--- src/rtl/uart_pkg.sv ---
// rtl/uart_pkg.sv - shared UART framing constants, FSM states and host command codes
package uart_pkg;

    typedef enum logic [1:0] {
        ST_IDLE  = 2'd0,
        ST_START = 2'd1,
        ST_DATA  = 2'd2,
        ST_STOP  = 2'd3
    } uart_state_t;

    localparam logic START_BIT     = 1'b0;
    localparam logic STOP_BIT      = 1'b1;
    localparam int   BITS_PER_BYTE = 8;

    // Response command codes understood by the host
    localparam logic [7:0] CMD_07 = 8'h07;
    localparam logic [7:0] CMD_08 = 8'h08;
    localparam logic [7:0] CMD_09 = 8'h09;
    localparam logic [7:0] CMD_1F = 8'h1F;
    localparam logic [7:0] CMD_45 = 8'h45;
    localparam logic [7:0] CMD_AA = 8'hAA;
    localparam logic [7:0] CMD_FF = 8'hFF;

endpackage

--- src/rtl/response_uart_tx_if.sv ---
// rtl/response_uart_tx_if.sv - packet handshake and UART status bundle
interface response_uart_tx_if;
    logic       dadosPodemSerEnviados;
    logic [7:0] response_command;
    logic [7:0] response_value;
    logic       tx;
    logic       busy;
    logic       packet_done;
    logic       overflow;

    modport master (
        output dadosPodemSerEnviados, response_command, response_value,
        input  tx, busy, packet_done, overflow
    );

    modport slave (
        input  dadosPodemSerEnviados, response_command, response_value,
        output tx, busy, packet_done, overflow
    );
endinterface

--- src/rtl/response_uart_tx_serializer.sv ---
// rtl/response_uart_tx_serializer.sv - one-byte 8N1 shifter with its own baud counter
module uart_byte_serializer
    import uart_pkg::*;
#(
    parameter int CLKS_PER_BIT = 5208
) (
    input  logic       clk_i,
    input  logic       rst_i,
    input  logic       load_i,
    input  logic [7:0] data_i,
    output logic       tx_o,
    output logic       idle_o,
    output logic       pre_last_o,
    output logic       last_o
);

    localparam int             CW       = (CLKS_PER_BIT > 1) ? $clog2(CLKS_PER_BIT) : 1;
    localparam logic [CW-1:0]  CNT_MAX  = CW'(CLKS_PER_BIT - 1);
    localparam logic [CW-1:0]  CNT_PRE  = CW'(CLKS_PER_BIT - 2);
    localparam logic [2:0]     BIT_LAST = 3'(BITS_PER_BYTE - 1);

    uart_state_t   state_q, state_d;
    logic [CW-1:0] cnt_q, cnt_d;
    logic [2:0]    bit_q, bit_d;
    logic [7:0]    shift_q, shift_d;
    logic          tx_q, tx_d;
    logic          bit_end;

    // State, counters, shifter and the registered line value
    always_ff @(posedge clk_i) begin
        if (rst_i) begin
            state_q <= ST_IDLE;
            cnt_q   <= '0;
            bit_q   <= '0;
            shift_q <= '0;
            tx_q    <= STOP_BIT;
        end else begin
            state_q <= state_d;
            cnt_q   <= cnt_d;
            bit_q   <= bit_d;
            shift_q <= shift_d;
            tx_q    <= tx_d;
        end
    end

    // Next-state logic; tx is derived from the next state so the line is a flop output
    always_comb begin
        state_d = state_q;
        cnt_d   = cnt_q;
        bit_d   = bit_q;
        shift_d = shift_q;
        bit_end = (cnt_q == CNT_MAX);

        unique case (state_q)
            ST_IDLE: begin
                if (load_i) begin
                    state_d = ST_START;
                    shift_d = data_i;
                    cnt_d   = '0;
                    bit_d   = '0;
                end
            end
            ST_START: begin
                cnt_d = cnt_q + CW'(1);
                if (bit_end) begin
                    cnt_d   = '0;
                    bit_d   = '0;
                    state_d = ST_DATA;
                end
            end
            ST_DATA: begin
                cnt_d = cnt_q + CW'(1);
                if (bit_end) begin
                    cnt_d   = '0;
                    shift_d = {1'b0, shift_q[7:1]};
                    if (bit_q == BIT_LAST) begin
                        bit_d   = '0;
                        state_d = ST_STOP;
                    end else begin
                        bit_d = bit_q + 3'd1;
                    end
                end
            end
            ST_STOP: begin
                cnt_d = cnt_q + CW'(1);
                if (bit_end) begin
                    cnt_d = '0;
                    if (load_i) begin
                        // Chain straight into the next start bit, no idle gap
                        state_d = ST_START;
                        shift_d = data_i;
                    end else begin
                        state_d = ST_IDLE;
                    end
                end
            end
            default: state_d = ST_IDLE;
        endcase

        unique case (state_d)
            ST_START: tx_d = START_BIT;
            ST_DATA:  tx_d = shift_d[0];
            default:  tx_d = STOP_BIT;
        endcase
    end

    assign tx_o       = tx_q;
    assign idle_o     = (state_q == ST_IDLE);
    assign pre_last_o = (state_q == ST_STOP) && (cnt_q == CNT_PRE);
    assign last_o     = (state_q == ST_STOP) && bit_end;

endmodule

--- src/rtl/response_uart_tx.sv ---
// rtl/response_uart_tx.sv - two-byte response packet UART transmitter with holding register
module response_uart_tx
    import uart_pkg::*;
#(
    parameter int CLK_FREQ     = 50_000_000,
    parameter int BAUD         = 9600,
    parameter int CLKS_PER_BIT = CLK_FREQ / BAUD
) (
    input  logic                clock,
    input  logic                reset,
    response_uart_tx_if.slave   bus
);

    logic       byte_sel_q, byte_sel_d;
    logic [7:0] pkt_val_q, pkt_val_d;
    logic       hold_full_q, hold_full_d;
    logic [7:0] hold_cmd_q, hold_cmd_d;
    logic [7:0] hold_val_q, hold_val_d;
    logic       busy_q, busy_d;
    logic       done_q, done_d;
    logic       ovf_q, ovf_d;

    logic       ser_load;
    logic [7:0] ser_data;
    logic       ser_tx;
    logic       ser_idle;
    logic       ser_pre_last;
    logic       ser_last;

    uart_byte_serializer #(
        .CLKS_PER_BIT (CLKS_PER_BIT)
    ) u_ser (
        .clk_i      (clock),
        .rst_i      (reset),
        .load_i     (ser_load),
        .data_i     (ser_data),
        .tx_o       (ser_tx),
        .idle_o     (ser_idle),
        .pre_last_o (ser_pre_last),
        .last_o     (ser_last)
    );

    // Packet sequencing registers
    always_ff @(posedge clock) begin
        if (reset) begin
            byte_sel_q  <= 1'b0;
            pkt_val_q   <= '0;
            hold_full_q <= 1'b0;
            hold_cmd_q  <= '0;
            hold_val_q  <= '0;
            busy_q      <= 1'b0;
            done_q      <= 1'b0;
            ovf_q       <= 1'b0;
        end else begin
            byte_sel_q  <= byte_sel_d;
            pkt_val_q   <= pkt_val_d;
            hold_full_q <= hold_full_d;
            hold_cmd_q  <= hold_cmd_d;
            hold_val_q  <= hold_val_d;
            busy_q      <= busy_d;
            done_q      <= done_d;
            ovf_q       <= ovf_d;
        end
    end

    // Acceptance, byte chaining and holding-register launch
    always_comb begin
        byte_sel_d  = byte_sel_q;
        pkt_val_d   = pkt_val_q;
        hold_full_d = hold_full_q;
        hold_cmd_d  = hold_cmd_q;
        hold_val_d  = hold_val_q;
        ovf_d       = ovf_q;
        ser_load    = 1'b0;
        ser_data    = '0;

        if (ser_idle && !hold_full_q) begin
            if (bus.dadosPodemSerEnviados) begin
                ser_load   = 1'b1;
                ser_data   = bus.response_command;
                pkt_val_d  = bus.response_value;
                byte_sel_d = 1'b0;
            end
        end else begin
            if (bus.dadosPodemSerEnviados) begin
                if (hold_full_q) begin
                    ovf_d = 1'b1;
                end else begin
                    hold_full_d = 1'b1;
                    hold_cmd_d  = bus.response_command;
                    hold_val_d  = bus.response_value;
                end
            end

            if (ser_idle) begin
                // Packet parked during the previous completion edge
                ser_load    = 1'b1;
                ser_data    = hold_cmd_q;
                pkt_val_d   = hold_val_q;
                byte_sel_d  = 1'b0;
                hold_full_d = 1'b0;
            end else if (ser_last) begin
                if (!byte_sel_q) begin
                    ser_load   = 1'b1;
                    ser_data   = pkt_val_q;
                    byte_sel_d = 1'b1;
                end else if (hold_full_q) begin
                    ser_load    = 1'b1;
                    ser_data    = hold_cmd_q;
                    pkt_val_d   = hold_val_q;
                    byte_sel_d  = 1'b0;
                    hold_full_d = 1'b0;
                end
            end
        end

        busy_d = ser_load ? 1'b1 : (ser_last ? 1'b0 : busy_q);
        done_d = ser_pre_last && byte_sel_q;
    end

    assign bus.tx          = ser_tx;
    assign bus.busy        = busy_q;
    assign bus.packet_done = done_q;
    assign bus.overflow    = ovf_q;

endmodule

--- src/flat_wrapper.sv ---
// flat-port wrapper written by rule: the top's interface ports become plain ports
module response_uart_tx_flat import uart_pkg::*;
#(
    parameter int CLK_FREQ     = 50_000_000,
    parameter int BAUD         = 9600,
    parameter int CLKS_PER_BIT = CLK_FREQ / BAUD
)
  (clock, reset, bus_dadosPodemSerEnviados, bus_response_command, bus_response_value, bus_tx, bus_busy, bus_packet_done, bus_overflow);
  response_uart_tx_if bus_i ();
  input  logic clock;
  input  logic reset;
  input wire logic [$bits(bus_i.dadosPodemSerEnviados)-1:0] bus_dadosPodemSerEnviados;
  input wire logic [$bits(bus_i.response_command)-1:0] bus_response_command;
  input wire logic [$bits(bus_i.response_value)-1:0] bus_response_value;
  output wire logic [$bits(bus_i.tx)-1:0] bus_tx;
  output wire logic [$bits(bus_i.busy)-1:0] bus_busy;
  output wire logic [$bits(bus_i.packet_done)-1:0] bus_packet_done;
  output wire logic [$bits(bus_i.overflow)-1:0] bus_overflow;
  assign bus_i.dadosPodemSerEnviados = bus_dadosPodemSerEnviados;
  assign bus_i.response_command = bus_response_command;
  assign bus_i.response_value = bus_response_value;
  assign bus_tx = bus_i.tx;
  assign bus_busy = bus_i.busy;
  assign bus_packet_done = bus_i.packet_done;
  assign bus_overflow = bus_i.overflow;
  response_uart_tx #(.CLK_FREQ(CLK_FREQ), .BAUD(BAUD), .CLKS_PER_BIT(CLKS_PER_BIT)) u_core (.clock(clock), .reset(reset), .bus(bus_i));
endmodule
--- config.mk ---
export PLATFORM = sky130hd
export DESIGN_NAME = response_uart_tx_flat
export DESIGN_NICKNAME = d
export VERILOG_FILES = /design/src/rtl/uart_pkg.sv /design/src/rtl/response_uart_tx_if.sv /design/src/rtl/response_uart_tx_serializer.sv /design/src/rtl/response_uart_tx.sv /design/src/flat_wrapper.sv
export SDC_FILE = /design/constraint.sdc
export NUM_CORES = 1
export LEC_CHECK = 0
export ABC_AREA = 1
export CAP_MARGIN = 20
export CORE_MARGIN = 2
export CORE_UTILIZATION = 45
export DETAILED_ROUTE_END_ITERATION = 16
export PLACE_DENSITY = 0.64
export SYNTH_ARGS = -nofsm -noshare
export SYNTH_HDL_FRONTEND = slang
export SYNTH_HIERARCHICAL = 1
export SYNTH_SLANG_ARGS = --single-unit
export TNS_END_PERCENT = 50
--- constraint.sdc ---
create_clock -name clock -period 7.57 [get_ports clock]
set_input_delay 1.8925 -clock clock [delete_from_list [all_inputs] [get_ports clock]]
set_output_delay 1.8925 -clock clock [all_outputs]
set_load 0.05 [all_outputs]
; Word-level counts from Yosys, hierarchy flattened
; Cells that the tools add are included.
[totals]
input_bits = 19
elab_cells = 101
out_inout_bits = 4
regBits = 56
[op_classes]
mux = 51
reduce_logical = 19
n_addsub = 2
n_bitwise = 2
n_eq_ne = 13
[op_table]
columns = cell, n
row1 = 8-bit 2-to-1 mux, 15
row2 = 13-bit == test (second input constant), 2
row3 = 13-bit 2-to-1 mux, 2
row4 = 13-bit one-hot mux with 2 select lines, 1
row5 = 8-bit one-hot mux with 3 select lines, 1
row6 = 1-bit 2-to-1 mux, 20
row7 = 3-bit nonzero test, 5
row8 = 13-bit by 1-bit adder with 13-bit output (second input constant), 1
row9 = 3-bit 2-to-1 mux, 4
row10 = 2-bit 2-to-1 mux, 5
row11 = 3-bit one-hot mux with 3 select lines, 1
row12 = 3-bit AND reduction, 3
row13 = 2-bit != test (second input constant), 4
row14 = 2-bit one-hot mux with 4 select lines, 1
row15 = 4-bit AND reduction, 2
row16 = 2-bit == test (second input constant), 3
row17 = 2-bit by 1-bit == test with 1-bit output (second input constant), 2
row18 = 1-bit logical AND, 4
row19 = 3-bit by 1-bit adder with 3-bit output (second input constant), 1
row20 = 3-bit == test (second input constant), 1
row21 = 3-bit OR reduction, 1
row22 = 2-bit logical NOT, 1
row23 = 2-bit by 1-bit != test with 1-bit output (second input constant), 1
row24 = 1-bit NOT, 2
row25 = 4 further kinds, 4

; Logic depth before layout (Yosys ltp)
[depth]
word_depth = 10
ltp_mapped = 21
mapped_depth_nobuf = 20

; Hierarchy
; Netlist, hierarchy kept.
[by_module_without_submodules]
columns = module, area_each_um2, n_inst, seq_area_each_um2, cells_per_inst
row1 = uart_byte_serializer, 1596.5, 1, 540.5, 239
row2 = response_uart_tx, 1416.4, 1, 580.6, 212

; Worst setup path before layout
; Ideal clock, no wire load.
[synth_timing]
path_type = in2reg
start = input bus_dadosPodemSerEnviados
end = register u_core.u_ser.tx_q, in the netlist u_core/u_ser/tx_o
t_required_ps = 7457
path_buffers = 1
setup_time_ps = 113
stages = 12
path_slack_ps = 4383
arrival_time_ps = 3075
cell_sequence = nand3_2 -> nand2_4 -> o21ai_0 -> inv_1 -> clkbuf_1 -> inv_1 -> nand3_1 -> nand2_1 -> nand3_1 -> nand3_1 -> nor2_1 -> nor2_1
[synth_via]
elab_chain_len = 7
elab_cells_between_ends = 14
cone_classes = eq/ne: 2 / mux: 12
[synth_rtl]
columns = item, line_no
row1 = "start, declared", flat_wrapper.sv:12  ; input wire logic [$bits(bus_i.dadosPodemSerEnviados)-1:0] bus_dadosPodemSerEnviados;
row2 = 1-bit 2-to-1 mux, response_uart_tx.sv:78  ; if (bus.dadosPodemSerEnviados) begin
row3 = 1-bit 2-to-1 mux, response_uart_tx.sv:77  ; if (ser_idle && !hold_full_q) begin
row4 = 1-bit 2-to-1 mux, response_uart_tx_serializer.sv:88  ; if (load_i) begin
row5 = 2-bit 2-to-1 mux, response_uart_tx_serializer.sv:86  ; if (bit_end) begin
row6 = 2-bit one-hot mux with 4 select lines, response_uart_tx_serializer.sv:54  ; unique case (state_q)
row7 = 2-bit == test / 2-bit by 1-bit == test with 1-bit output (equally long branches), response_uart_tx_serializer.sv:100  ; unique case (state_d)
row8 = 1-bit one-hot mux with 2 select lines (*), response_uart_tx_serializer.sv:100
row9 = "end signal, assigned", response_uart_tx_serializer.sv:42  ; tx_q <= tx_d;
row10 = "end, declared", response_uart_tx_serializer.sv:26  ; logic tx_q, tx_d;
; Mark *: on every way between the ends. The rest lies on a longest branch, timed or not. The select of a mux whose other input is x is not followed.
; A chain may end at the register's enable or synchronous reset.

; Final worst setup path
[layout_timing]
start = input bus_dadosPodemSerEnviados
end = register u_core.u_ser.bit_q[1]
[layout_via]
elab_chain_len = 4
[layout_rtl]
columns = item, line_no
row1 = 1-bit 2-to-1 mux, response_uart_tx.sv:78
row2 = 1-bit 2-to-1 mux, response_uart_tx.sv:77
row3 = 2-bit by 1-bit != test with 1-bit output (no source line), --
row4 = 4-bit AND reduction (no source line), --
row5 = "end signal, assigned", response_uart_tx_serializer.sv:40  ; bit_q <= bit_d;
row6 = "end, declared", response_uart_tx_serializer.sv:24  ; logic [2:0] bit_q, bit_d;
; Every way passes these cells.

==> summary by stage <==
STA
The share of the cycle needed by the critical path after routing is between 40% and 50%. The worst slew margin relative to its limit is approximately 47%. Setup repair after global routing left no endpoint under its margin.

For the final database, setup skew stands at around 3.3 ps. The total setup violations reported at the end of the flow is 0. The number of pins with negative max-slew slack in the final report is 0.

The slack of the critical path is between 3000 and 4000 ps. The slew at the pin closest to its max-slew limit is a little under 800 ps. The final hold violation count is 0. The total negative slack is 0 ps. The maximum frequency from static timing analysis is about 270 MHz. The clock period could shrink to between 3000 and 4000 ps.

Setup path
Data on the critical path is required at its endpoint by 7790 ps. Following the worst setup path forward leads to its endpoint at u_core/u_ser/bit_q[1]. The capture point of the worst reg-to-reg path is u_core/u_ser/bit_q[1]. The critical path starts at bus_dadosPodemSerEnviados. The origin of the critical flop-to-flop path is u_core/u_ser/state_q[0]. The largest fanout of any net on the critical path is 13. The critical path is of the input pin to flip-flop type.

The data arrival time at the worst-slack endpoint is about 4000 ps. The endpoint class of the critical path is a flip-flop. The type of origin of the critical path is an input pin. The number of cell instances on the worst register-to-register path is 13.

Setup slack on the worst reg-to-reg path comes out at between 4000 and 5000 ps.

Layout
The antenna diode count is 0. Once layout is complete, the cells apart from fillers number 545. The fraction of final layout cells with drive strength greater than 1 is 8.76%. Leaving out fill and tap cells, the most frequent cells in the layout are 108 x sky130_fd_sc_hd__nand2_1, 59 x sky130_fd_sc_hd__inv_1, 56 x sky130_fd_sc_hd__dfxtp_1.

The library cell used most frequently in the layout, excluding fill and tap cells, is sky130_fd_sc_hd__nand2_1. Compared with the post-synthesis result, the final layout area differs by 10.9%. Cells fill about 52% of the core in the end. For this run, the post-layout net count is 490.

Global route
Entering global routing, the biggest net connects 27 pins. The via count of the first global-routing pass is around 2400. The total routing resource utilization after global routing is between 10% and 20%. The leftover overflow at the end of global routing is 0.

The wire length of the first global-routing pass is roughly 11000 µm. The number of antenna violations at the first check in global routing came to 0.

Die
During I/O placement, the number of pins put on the boundary was 23. The floorplan has 29 rows. The die covers approximately 7400 µm². The width of the die is around 86 µm. The initial utilization of the core area, before any placement, comes to a little under half. The region available for standard cell placement spans between 6000 and 7000 µm². The height of the chip is approximately 86 µm.

Clocking
The clock passes through at most 2 buffers. The number of hold buffers added after CTS was 0. The clock tree from TritonCTS is done.

The sink count of the clock tree is 56. In this run, post-CTS repair resized a total of 0 instances. After clock tree synthesis, the setup repair step added 0 buffers. The post-CTS clock slew at the launch and capture registers of the worst setup and hold paths is around 90 ps. The H-tree depth reported by CTS is 2. The insertion delay to the later sink of the worst-skew pair is approximately 300 ps. The cell sitting at the root of the clock tree is a sky130_fd_sc_hd__clkbuf_8.

The number of clock buffers added by TritonCTS is 5.

Pwr
For this design the static power due to leakage is between 1 and 1.5 nW. Internal power comes to 0.000472 W. For this design the total switching power over the nets is 0.000249 W. Summing internal, switching and leakage power gives 0.000721 W. The combinational fraction of design power is ~29%.

Dividing total power by cell area gives a power density of ~220 nW/µm². The sequential share of power is 47.7%. Net switching is 34.5% of the power. IR analysis of the VDD net gives a maximum drop of 0.000116 V. The share of total power dissipated in the clock network is 23.2%.

Place
Summed over all nets, the half-perimeter wirelength after detailed placement is between 4000 and 5000 µm. The count of input and output buffers is 22. Counting tap cells, the placed design contains a total of 537 instances. Routability-driven placement finished with a final weighted congestion of between 0.7 and 0.8. The worst slack at placement is about 3600 ps.

Drt
The post-detailed-route DRC marker count is 0. In this run the remaining antenna-violating nets after routing total 0. The total number of vias is about 2700. Wires add up to 6390 µm. After the first detailed-routing iteration, the DRC count stood at 111. The average via count per standard cell is around 5. Dividing the detail-routed wire length by the instance count gives approximately 12 µm. The number of iterations in the first detailed-routing pass is 6.

Run status
The run finished with clean final reports.

Yosys
Synthesis produced a netlist with a net count of 474. After synthesis the netlist holds a flip-flop and latch count of between 50 and 60. The post-synthesis instance area is 3010 µm². Synthesis produced between 400 and 500 cells. The number of synthesis warnings is 6. Each instance of the synthesized netlist takes up on average 6.68 µm².

The number of distinct standard cells referenced by the synthesized netlist is 34. The proportion of synthesized chip area in sequential cells is between 30% and 40%.

Hold path
The kind of path behind the tightest hold check is flip-flop to flip-flop.

Job
The max capacitance violation total is 0.
Yosys cell counts (all sizes together):
library cell / count / area [µm²]
ha: 4 / 50.1
nor3: 2 / 10.0
buf: 8 / 58.8
nand2: 119 / 513
nor4: 2 / 12.5
and3: 2 / 12.5
o211ai: 1 / 7.51
o21ai: 45 / 233
nor2: 55 / 236
o21bai: 1 / 11.3
nand3: 25 / 150
a21oi: 46 / 234
clkbuf: 5 / 18.8
o22ai: 10 / 62.6
or2: 1 / 6.26
xor2: 1 / 8.76
dfxtp: 56 / 1120
inv: 64 / 240
clkinv: 1 / 5.00
nand4: 1 / 6.26
a211oi: 2 / 15.0
state kept, by name (all words and copies together) (netlist names):
name                    cells
u_core/u_ser/cnt_q         13
u_core/hold_cmd_q           8
u_core/hold_val_q           8
u_core/pkt_val_q            8
u_core/u_ser/shift_q        8
u_core/u_ser/bit_q          3
u_core/u_ser/state_q        2
u_core/bus.busy             1
u_core/bus.overflow         1
u_core/bus.packet_done      1
u_core/byte_sel_q           1
u_core/hold_full_q          1
u_core/u_ser/tx_o           1
per-stage QoR:
| step | hold slack [ps] | area, µm² |
|---|---|---|
| 2_1_floorplan | 439 | 3010 |
| 3_3_place_gp | 452 | 3250 |
| 3_5_place_dp | 456 | 3250 |
| 4_1_cts | 474 | 3340 |
| 5_1_grt | 486 | 3340 |
| 6_report | 467 | 3340 |
worst min-delay path by stage:
| stage | startpoint | to | slack (ps) | cells after the start |
|---|---|---|---|---|
| CTS | u_core/u_ser/cnt_q[11] | u_core/u_ser/cnt_q[11] | 470 | 2 |
| global placement | u_core/u_ser/shift_q[7] | u_core/u_ser/shift_q[7] | 450 | 2 |
| global route | u_core/u_ser/shift_q[7] | u_core/u_ser/shift_q[7] | 490 | 2 |
| finish | u_core/u_ser/shift_q[7] | u_core/u_ser/shift_q[7] | 470 | 2 |
| detailed placement | u_core/u_ser/shift_q[7] | u_core/u_ser/shift_q[7] | 460 | 2 |
| floorplan | u_core/u_ser/shift_q[7] | u_core/u_ser/shift_q[7] | 440 | 2 |
cell type report:
class,count,area (µm²)
sequential,56,1120
clock buffer,8,90.1
tap,77,96.3
fill,653,3080
inverter,65,245
multi-input combinational,317,1570
timing repair buffer,22,220
per-layer routing:
layer	track usage, %	part of all wire, %	up-vias
met4	4.91	0.77	0
met3	3.37	3.3	4
li1	-	-	1477
met5	0	0	-
met2	31.1	47	39
met1	24.7	49	1210
worst max-delay path: stages:
cell                              delay, ps
sky130_fd_sc_hd__clkdlybuf4s50_1        500
sky130_fd_sc_hd__nand3_2                150
sky130_fd_sc_hd__nand2_4                 70
sky130_fd_sc_hd__o21ai_0                110
sky130_fd_sc_hd__inv_1                  190
sky130_fd_sc_hd__nor2_2                 480
sky130_fd_sc_hd__nor2_1                 170
sky130_fd_sc_hd__nand2_1                140
sky130_fd_sc_hd__a21oi_1                 50
sky130_fd_sc_hd__nor3_1                 150
power by group through the flow:
stage	clock [W]	combinational [W]	sequential, W
after global routing	0.000188	0.000242	0.000348
after CTS	0.000176	0.000211	0.000344
final	0.000168	0.000209	0.000344
after detailed placement	0	0.000210	0.000351
after floorplan	0	0.000166	0.000352
after global placement	0	0.000207	0.000350
cells by family after synthesis:
| logic type | Yosys count | share of synthesized area, % |
|---|---|---|
| buffers and inverters | 78 | 10.7 |
| adder cells (fa/ha/maj) | 4 | 1.66 |
| XOR/XNOR | 1 | 0.291 |
| AO/OA/AOI/OAI | 105 | 18.7 |
| flip-flops | 56 | 37.2 |
| AND/OR/NAND/NOR | 207 | 31.4 |
No activity file was read; power rests on OpenSTA's default activity.
